===== config.mk =====
export PLATFORM = sky130hd
export DESIGN_NAME = led_result_display_flat
export DESIGN_NICKNAME = d
export VERILOG_FILES = /design/src/rtl/led_result_display_pkg.sv /design/src/rtl/led_result_display_if.sv /design/src/rtl/led_result_display_pb_debounce.sv /design/src/rtl/led_result_display.sv /design/src/flat_wrapper.sv
export SDC_FILE = /design/constraint.sdc
export NUM_CORES = 1
export LEC_CHECK = 0
export CAP_MARGIN = 20
export CELL_PAD_IN_SITES_DETAIL_PLACEMENT = 1
export CELL_PAD_IN_SITES_GLOBAL_PLACEMENT = 1
export CORE_MARGIN = 3
export CORE_UTILIZATION = 31
export DETAILED_ROUTE_END_ITERATION = 16
export GPL_TIMING_DRIVEN = 0
export PLACE_DENSITY = 0.63
export SETUP_SLACK_MARGIN = 0.5
export SLEW_MARGIN = 15
export SYNTH_ARGS = -nofsm -noshare
export SYNTH_HDL_FRONTEND = slang
export SYNTH_SLANG_ARGS = --single-unit

===== constraint.sdc =====
create_clock -name clk -period 1.6 [get_ports clk]
set_input_delay 0.32 -clock clk [delete_from_list [all_inputs] [get_ports clk]]
set_output_delay 0.32 -clock clk [all_outputs]
set_load 0.05 [all_outputs]

===== src/rtl/led_result_display_pkg.sv =====
// ---------------------------------------------------------------------------
// display_pkg
// Shared constants for the LED result display stage: display state
// encodings (also driven out on the mode port) and the LED bank width.
// ---------------------------------------------------------------------------
package display_pkg;

  localparam int LED_W = 8;

  typedef enum logic [1:0] {
    ST_IDLE      = 2'd0,
    ST_SHOW_DATA = 2'd1,
    ST_SHOW_PAR  = 2'd2
  } state_t;

endpackage : display_pkg


===== src/rtl/led_result_display_if.sv =====
// ---------------------------------------------------------------------------
// led_result_display_if
// Groups the compute-stage result handshake and the LED-side outputs.
//   data_valid : one-cycle pulse, data_in/parity_in are final
//   data_in    : accumulated XOR result
//   parity_in  : upstream XOR-reduction of data_in
//   led        : LED drive, led[7] is the MSB
//   mode       : current display state encoding
//   parity_err : captured parity disagrees with captured data
// master : the compute side (drives the result, observes the display)
// slave  : the display stage
// ---------------------------------------------------------------------------
interface led_result_display_if;
  import display_pkg::*;

  logic             data_valid;
  logic [LED_W-1:0] data_in;
  logic             parity_in;
  logic [LED_W-1:0] led;
  logic [1:0]       mode;
  logic             parity_err;

  modport master (
    output data_valid, data_in, parity_in,
    input  led, mode, parity_err
  );

  modport slave (
    input  data_valid, data_in, parity_in,
    output led, mode, parity_err
  );

endinterface : led_result_display_if


===== src/rtl/led_result_display_pb_debounce.sv =====
// ---------------------------------------------------------------------------
// pb_debounce
// Push-button conditioner: 2-flop synchronizer, stability counter and
// rising-edge detector. Reusable by any button-driven lab.
//   clk    : sole clock
//   rst    : asynchronous, active-high reset
//   pb     : raw, bouncing, asynchronous button input
//   pb_deb : debounced button level
//   press  : one-cycle pulse on each debounced rising edge
// A level change is accepted after DEBOUNCE_CYCLES consecutive synchronized
// samples that differ from the current debounced level.
// ---------------------------------------------------------------------------
module pb_debounce #(
  parameter int DEBOUNCE_CYCLES = 16
) (
  input  logic clk,
  input  logic rst,
  input  logic pb,
  output logic pb_deb,
  output logic press
);

  localparam int CNT_W = $clog2(DEBOUNCE_CYCLES + 1);
  localparam logic [CNT_W-1:0] CNT_LAST = CNT_W'(DEBOUNCE_CYCLES - 1);

  logic             r_sync1;
  logic             r_pb_sync;
  logic             r_pb_deb;
  logic             r_pb_deb_d;
  logic [CNT_W-1:0] r_cnt;

  always_ff @(posedge clk or posedge rst) begin
    if (rst) begin
      r_sync1   <= 1'b0;
      r_pb_sync <= 1'b0;
    end else begin
      r_sync1   <= pb;
      r_pb_sync <= r_sync1;
    end
  end

  // The D-th consecutive differing sample flips the level, so the counter
  // tops out at D-1 and can never wrap.
  always_ff @(posedge clk or posedge rst) begin
    if (rst) begin
      r_cnt      <= '0;
      r_pb_deb   <= 1'b0;
      r_pb_deb_d <= 1'b0;
    end else begin
      r_pb_deb_d <= r_pb_deb;
      if (r_pb_sync == r_pb_deb) begin
        r_cnt <= '0;
      end else if (r_cnt == CNT_LAST) begin
        r_cnt    <= '0;
        r_pb_deb <= ~r_pb_deb;
      end else begin
        r_cnt <= r_cnt + CNT_W'(1);
      end
    end
  end

  assign pb_deb = r_pb_deb;
  assign press  = r_pb_deb & ~r_pb_deb_d;

endmodule : pb_debounce


===== src/rtl/led_result_display.sv =====
// ---------------------------------------------------------------------------
// led_result_display
// Output stage of the XOR/parity pipeline. Captures the result byte and its
// parity on data_valid, checks the parity, and drives the LEDs with either
// the result byte or the parity bit, alternating on each debounced press.
//   clk : sole clock
//   rst : asynchronous, active-high reset
//   pb  : raw push button
//   bus : result handshake in, led/mode/parity_err out (all registered)
// ---------------------------------------------------------------------------
module led_result_display
  import display_pkg::*;
#(
  parameter int DEBOUNCE_CYCLES = 16
) (
  input  logic                 clk,
  input  logic                 rst,
  input  logic                 pb,
  led_result_display_if.slave  bus
);

  logic             w_press;
  logic             w_pb_deb;
  logic             w_par_calc;

  logic [LED_W-1:0] r_data_q;
  logic             r_par_q;
  logic             r_parity_err;
  logic [LED_W-1:0] r_led;
  state_t           r_state;

  pb_debounce #(
    .DEBOUNCE_CYCLES (DEBOUNCE_CYCLES)
  ) u_pb_debounce (
    .clk    (clk),
    .rst    (rst),
    .pb     (pb),
    .pb_deb (w_pb_deb),
    .press  (w_press)
  );

  // Parity check uses the incoming values so the flag lands with the capture.
  assign w_par_calc = bus.parity_in ^ (^bus.data_in);

  // data_valid has priority over press in every state; a coincident press
  // is dropped.
  always_ff @(posedge clk or posedge rst) begin
    if (rst) begin
      r_data_q     <= '0;
      r_par_q      <= 1'b0;
      r_parity_err <= 1'b0;
      r_led        <= '0;
      r_state      <= ST_IDLE;
    end else if (bus.data_valid) begin
      r_data_q     <= bus.data_in;
      r_par_q      <= bus.parity_in;
      r_parity_err <= w_par_calc;
      r_led        <= bus.data_in;
      r_state      <= ST_SHOW_DATA;
    end else begin
      case (r_state)
        ST_IDLE: begin
          r_led <= '0;
        end
        ST_SHOW_DATA: begin
          if (w_press) begin
            r_state <= ST_SHOW_PAR;
            r_led   <= {{(LED_W-1){1'b0}}, r_par_q};
          end
        end
        ST_SHOW_PAR: begin
          if (w_press) begin
            r_state <= ST_SHOW_DATA;
            r_led   <= r_data_q;
          end
        end
        default: begin
          r_state <= ST_IDLE;
          r_led   <= '0;
        end
      endcase
    end
  end

  assign bus.led        = r_led;
  assign bus.mode       = r_state;
  assign bus.parity_err = r_parity_err;

endmodule : led_result_display


===== src/flat_wrapper.sv =====
// flat-port wrapper written by rule: the top's interface ports become plain ports
module led_result_display_flat import display_pkg::*;
#(
  parameter int DEBOUNCE_CYCLES = 16
)
  (clk, rst, pb, bus_data_valid, bus_data_in, bus_parity_in, bus_led, bus_mode, bus_parity_err);
  led_result_display_if bus_i ();
  input  logic clk;
  input  logic rst;
  input  logic pb;
  input wire logic [$bits(bus_i.data_valid)-1:0] bus_data_valid;
  input wire logic [$bits(bus_i.data_in)-1:0] bus_data_in;
  input wire logic [$bits(bus_i.parity_in)-1:0] bus_parity_in;
  output wire logic [$bits(bus_i.led)-1:0] bus_led;
  output wire logic [$bits(bus_i.mode)-1:0] bus_mode;
  output wire logic [$bits(bus_i.parity_err)-1:0] bus_parity_err;
  assign bus_i.data_valid = bus_data_valid;
  assign bus_i.data_in = bus_data_in;
  assign bus_i.parity_in = bus_parity_in;
  assign bus_led = bus_i.led;
  assign bus_mode = bus_i.mode;
  assign bus_parity_err = bus_i.parity_err;
  led_result_display #(.DEBOUNCE_CYCLES(DEBOUNCE_CYCLES)) u_core (.clk(clk), .rst(rst), .pb(pb), .bus(bus_i));
endmodule

Word level (Yosys, flattened, before mapping)
Cells that the tools add are included.
Cells by class
  add/sub/neg operators: 1
  multiply operators: 0
  div/mod/pow operators: 0
  magnitude comparators: 0
  eq/ne operators: 7
  shifts and indexed selects: 0
  muxes and demuxes: 10
  bitwise logic cells: 5
  reduce and logical (&&, ||, !) cells: 5
Operator list (count)
  $mux 8: 3
  $pmux 8 s2: 1
  $mux 5: 2
  $reduce_xor 8->1: 1
  $mux 2: 3
  $ne 3x3->1 const B: 2
  $pmux 2 s3: 1
  $add 5x1->5 const B: 1
  $eq 5x4->1 const B: 1
  $reduce_and 2->1: 2
  $not 1->1: 3
  $reduce_and 3->1: 1
  $eq 2x1->1 const B: 1
  $eq 2x2->1 const B: 1
  $logic_not 2->1: 1
  $ne 2x2->1 const B: 1
  $and 1x1->1: 1
  $eq 1x1->1: 1
  $xor 1x1->1: 1
Storage, ports and cells
  flip-flop bits (word level): 29
  bits in latches: 0
  RAM bits: 0
  ROM bits: 0
  input bits: 13
  output and inout bits: 11
  logic and storage cells: 38
  memories kept: 0

Depth between registers and ports, before layout
  word-level depth: 5
  gate-level depth with buffers: 9
  mapped depth without buffers: 6

Hierarchy
Synthesis repeated with hierarchy kept, for this count alone.
Second synthesis, totals
  cells, all modules: 113
  area, all modules: 1328.8 um^2
By module, submodules not included
  led_result_display: times used 1, cells each 87, area each 985.9 um^2, sequential area each 500.5 um^2
  pb_debounce: times used 1, cells each 26, area each 342.8 um^2, sequential area each 225.2 um^2

Worst setup path before layout
OpenSTA, ideal clock, no wires.
  path kind: reg2reg
  start: register u_core.r_state[0], in the netlist u_core.bus.mode[0]
  end: register u_core.r_state[0], in the netlist u_core.bus.mode[0]
  setup time: 0.127 ns
  arrival time: 1.831 ns
  data required time: 1.473 ns
  setup slack: -0.357 ns
  cell stages (with the launch flop): 9
  path buffers: 2
  period minus slack after synthesis: 1.957 ns
  cell sequence: dfrtp_1 -> inv_1 -> ha_1 -> buf_4 -> nor2_1 -> nor3_1 -> buf_2 -> o31a_1 -> a2bb2oi_1
Between the ends
  longest elaborated chain between the ends: 3
  elaborated cells between the ends (all ways): 9
  classes of those cells: eq/ne: 5; mux: 2; reduce/logical: 2
RTL lines
  start: declaration: RTL line led_result_display.sv:30  | state_t r_state;
  start signal: assignment: RTL line led_result_display.sv:53  | r_state <= ST_IDLE;
  start signal: assignment: RTL line led_result_display.sv:59  | r_state <= ST_SHOW_DATA;
  start signal: assignment: RTL line led_result_display.sv:67  | r_state <= ST_SHOW_PAR;
  $eq 2x2->1 (tied with other cells): RTL line led_result_display.sv:61  | case (r_state)
  $ne 3x3->1 (no line) (tied with other cells)
  $reduce_and 3->1 (no line) or $mux 2 (tied branches)
Parallel ways exist; a longest one is shown, timed or not.
A chain may end at the register's enable or synchronous reset.

Final worst setup path
  start: register u_core.r_state[0], in the netlist u_core.bus.mode[0]
  end: register u_core.r_state[1], in the netlist u_core.bus.mode[1]
Same word-level chain as after synthesis.

==> results.txt <==
status - complete, no violations
initial antenna violation count - 0
Peak VDD IR - 0.000544 V
CP Launch Type - flip-flop
Fin Clk Skew - 0.00727 ns
GRT Overall Usage - 14.3%
DR WL met2 - 1.85 mm
P&R area growth vs syn - 57.8%
post-synth top area cell - dfrtp_1
Die Area - 5130 um^2
vias in the first global route - 1168
Finish-stage setup viols - 0
number of H-tree branching levels - 2
met3 routed WL - 162 um
PwrDens - 1490 nW/um^2
Post-DP Area - 1700 um^2
dpl hpwl - 2.23 mm
Layout Nets - 187
Synth cell types - 29
Initial Util - 32.6%
Final Non-Filler Cells - 219
final wirelength - 3.40 mm
hold_buf cts - 0
final hold violation count - 0
gr ovfl total - 0
Clock transition at path regs - 0.06 ns
synthesized flop and latch total - 29
average cell area after synthesis - 11.7 um^2
number of buffers created by CTS - 5
Mapped Nets - 132
WP data required - 1.80 ns
CP Class - flip-flop to flip-flop
synthesized instance count - 114
die width - 71.6 um
antenna cells - 0
most common cell after layout, fill and taps aside - dfrtp_1
final instance area - 2100 um^2
Longest Clk Path Bufs - 2
global-route wire length before repair - 5.57 mm
pin count of the biggest net entering global routing - 17
Leak - 1.02 nW
post-route DRC violation count - 0
Clock Tree Root - clkbuf_8
CTS tree - done
fin. max-slew vios - 0
total number of vias - 1041
Syn. warnings - 0
core area - 4090 um^2
DIE HEIGHT - 71.6 um
# IOs - 24
Metal-1 WL - 1.33 mm
clock sink count - 29
peak fanout along the critical path - 3
Worst setup EP type - flip-flop
commonest non-fill, non-tap cells in the layout - 27 x dfrtp_1, 23 x buf_4, 15 x nand2_1
final period utilization - 98.6%
maxcap violations - 0
placer congestion estimate - 0.683
Detail Route Antenna Nets - 0
setup tns final - 0 ns
wire per inst - 15.5 um
Pwr Total - 3.14 mW
post-synth design cell area - 1330 um^2
final worst path period need - 1.58 ns
TritonRoute pass-1 iters - 3
worst hold path class - primary input to flip-flop
RSZ-0062 raised after global routing - yes
FP Rows - 23
Via-to-Cell Ratio - 4.75
proportion of layout cells with a drive suffix above 1 - 49.1%
Slew @ Worst Pin - 0.618 ns
sequential area share after synthesis - 54.4%
clock insertion delay at the later pin of the skew report - 0.28 ns
Port Buffers - 23
DR top layer - met4
area share of the largest cell type after synthesis - 54.4%
CP arrival - 1.78 ns
Fmax - 634 MHz
Placed Instances - 188
Max-slew headroom - 58.8%
Iteration-0 DRC Markers - 41
synth top area cells - dfrtp_1 54%, mux2_2 8.4%, ha_1 4.7%
-- repair_timing --
item / 4_1_cts / 5_1_grt
setup buffers: 14 / 10
resized for setup: 118 / 20
setup endpoints to repair: 34 / 33
pin swaps: 6 / 3
-- state kept, by name, summed over array words and instances (netlist names) --
| name | flops |
|---|---|
| u_core.bus.parity_err | 1 |
| u_core.r_par_q | 1 |
| u_core.u_pb_debounce.r_pb_deb_d | 1 |
| u_core.u_pb_debounce.pb_deb | 1 |
| u_core.u_pb_debounce.r_pb_sync | 1 |
| u_core.u_pb_debounce.r_sync1 | 1 |
| u_core.bus.mode | 2 |
| u_core.r_data_q | 8 |
| u_core.bus.led | 8 |
| u_core.u_pb_debounce.r_cnt | 5 |
-- where the power goes --
part           switching [mW]  internal [mW]  total [mW]
combinational           0.783          0.770        1.55
sequential              0.110          0.866       0.976
clock                   0.268          0.340       0.608
total                    1.16           1.98        3.14
-- layer usage --
layer / up-vias / GRT usage [%]
met5: - / 0
met4: 0 / 5.64
met3: 8 / 4.07
met2: 21 / 26.0
met1: 522 / 15.4
li1: 490 / -
-- per-stage QoR --
step / setup WS [ns] / hold WS [ns] / util (%)
floorplan: -0.0716 / 0.331 / -
global placement: -0.324 / 0.337 / 40.8
detailed placement: -0.363 / 0.350 / 41.5
CTS: 0.0822 / 0.308 / 48.5
global route: -0.0193 / 0.307 / 51.5
finish: 0.0224 / 0.312 / 51.5
-- worst paths after layout --
kind	depth (start not counted)	from	to	slack, ns
min reg2reg	0	u_core.u_pb_debounce.r_sync1	u_core.u_pb_debounce.r_pb_sync	0.36
max in group asynchronous	3	rst	u_core.bus.led[6]	0.69
min	2	bus_data_in[2]	u_core.r_data_q[2]	0.31
min in group asynchronous	2	rst	u_core.bus.mode[0]	0.42
max	6	u_core.bus.mode[0]	u_core.bus.mode[1]	0.02
max reg2reg	6	u_core.bus.mode[0]	u_core.bus.mode[1]	0.02
-- worst max-delay path: stages (launching register included) --
cell,delay [ns]
dfrtp_2,0.45
buf_12,0.14
ha_4,0.16
nor2_4,0.12
nor3_4,0.05
or4b_1,0.48
o21ai_1,0.10
-- cells by family after synthesis --
family | after synthesis | share of synthesized area (%)
simple gates | 28 | 9.66
mux | 11 | 9.57
buf+inv | 9 | 3.28
fa+ha+maj | 5 | 4.69
compound gates | 22 | 10.2
flops | 29 | 54.4
xor+xnor | 10 | 8.16
-- cell usage after synthesis, drive strengths merged --
master   instances
a21o             6
a21oi            2
a22oi            1
a2bb2oi          1
and2             2
and3             1
buf              4
clkbuf           1
dfrtp           29
ha               5
inv              4
mux2            11
nand2           15
nand3            2
nor2             4
nor2b            1
nor3             1
nor3b            1
o21ai           11
o31a             1
or4b             1
xnor2            5
xnor3            1
xor2             4
-- cell type report --
cell class | instances | area [um^2]
fillers | 435 | 1980
multi-input cells | 76 | 679
repair buffers | 48 | 478
plain buffers | 5 | 52.6
flip-flops and latches | 29 | 728
inverters | 4 | 17.5
well taps | 50 | 62.6
clock buffers | 7 | 86.3
(Power assumes the default switching activity.)
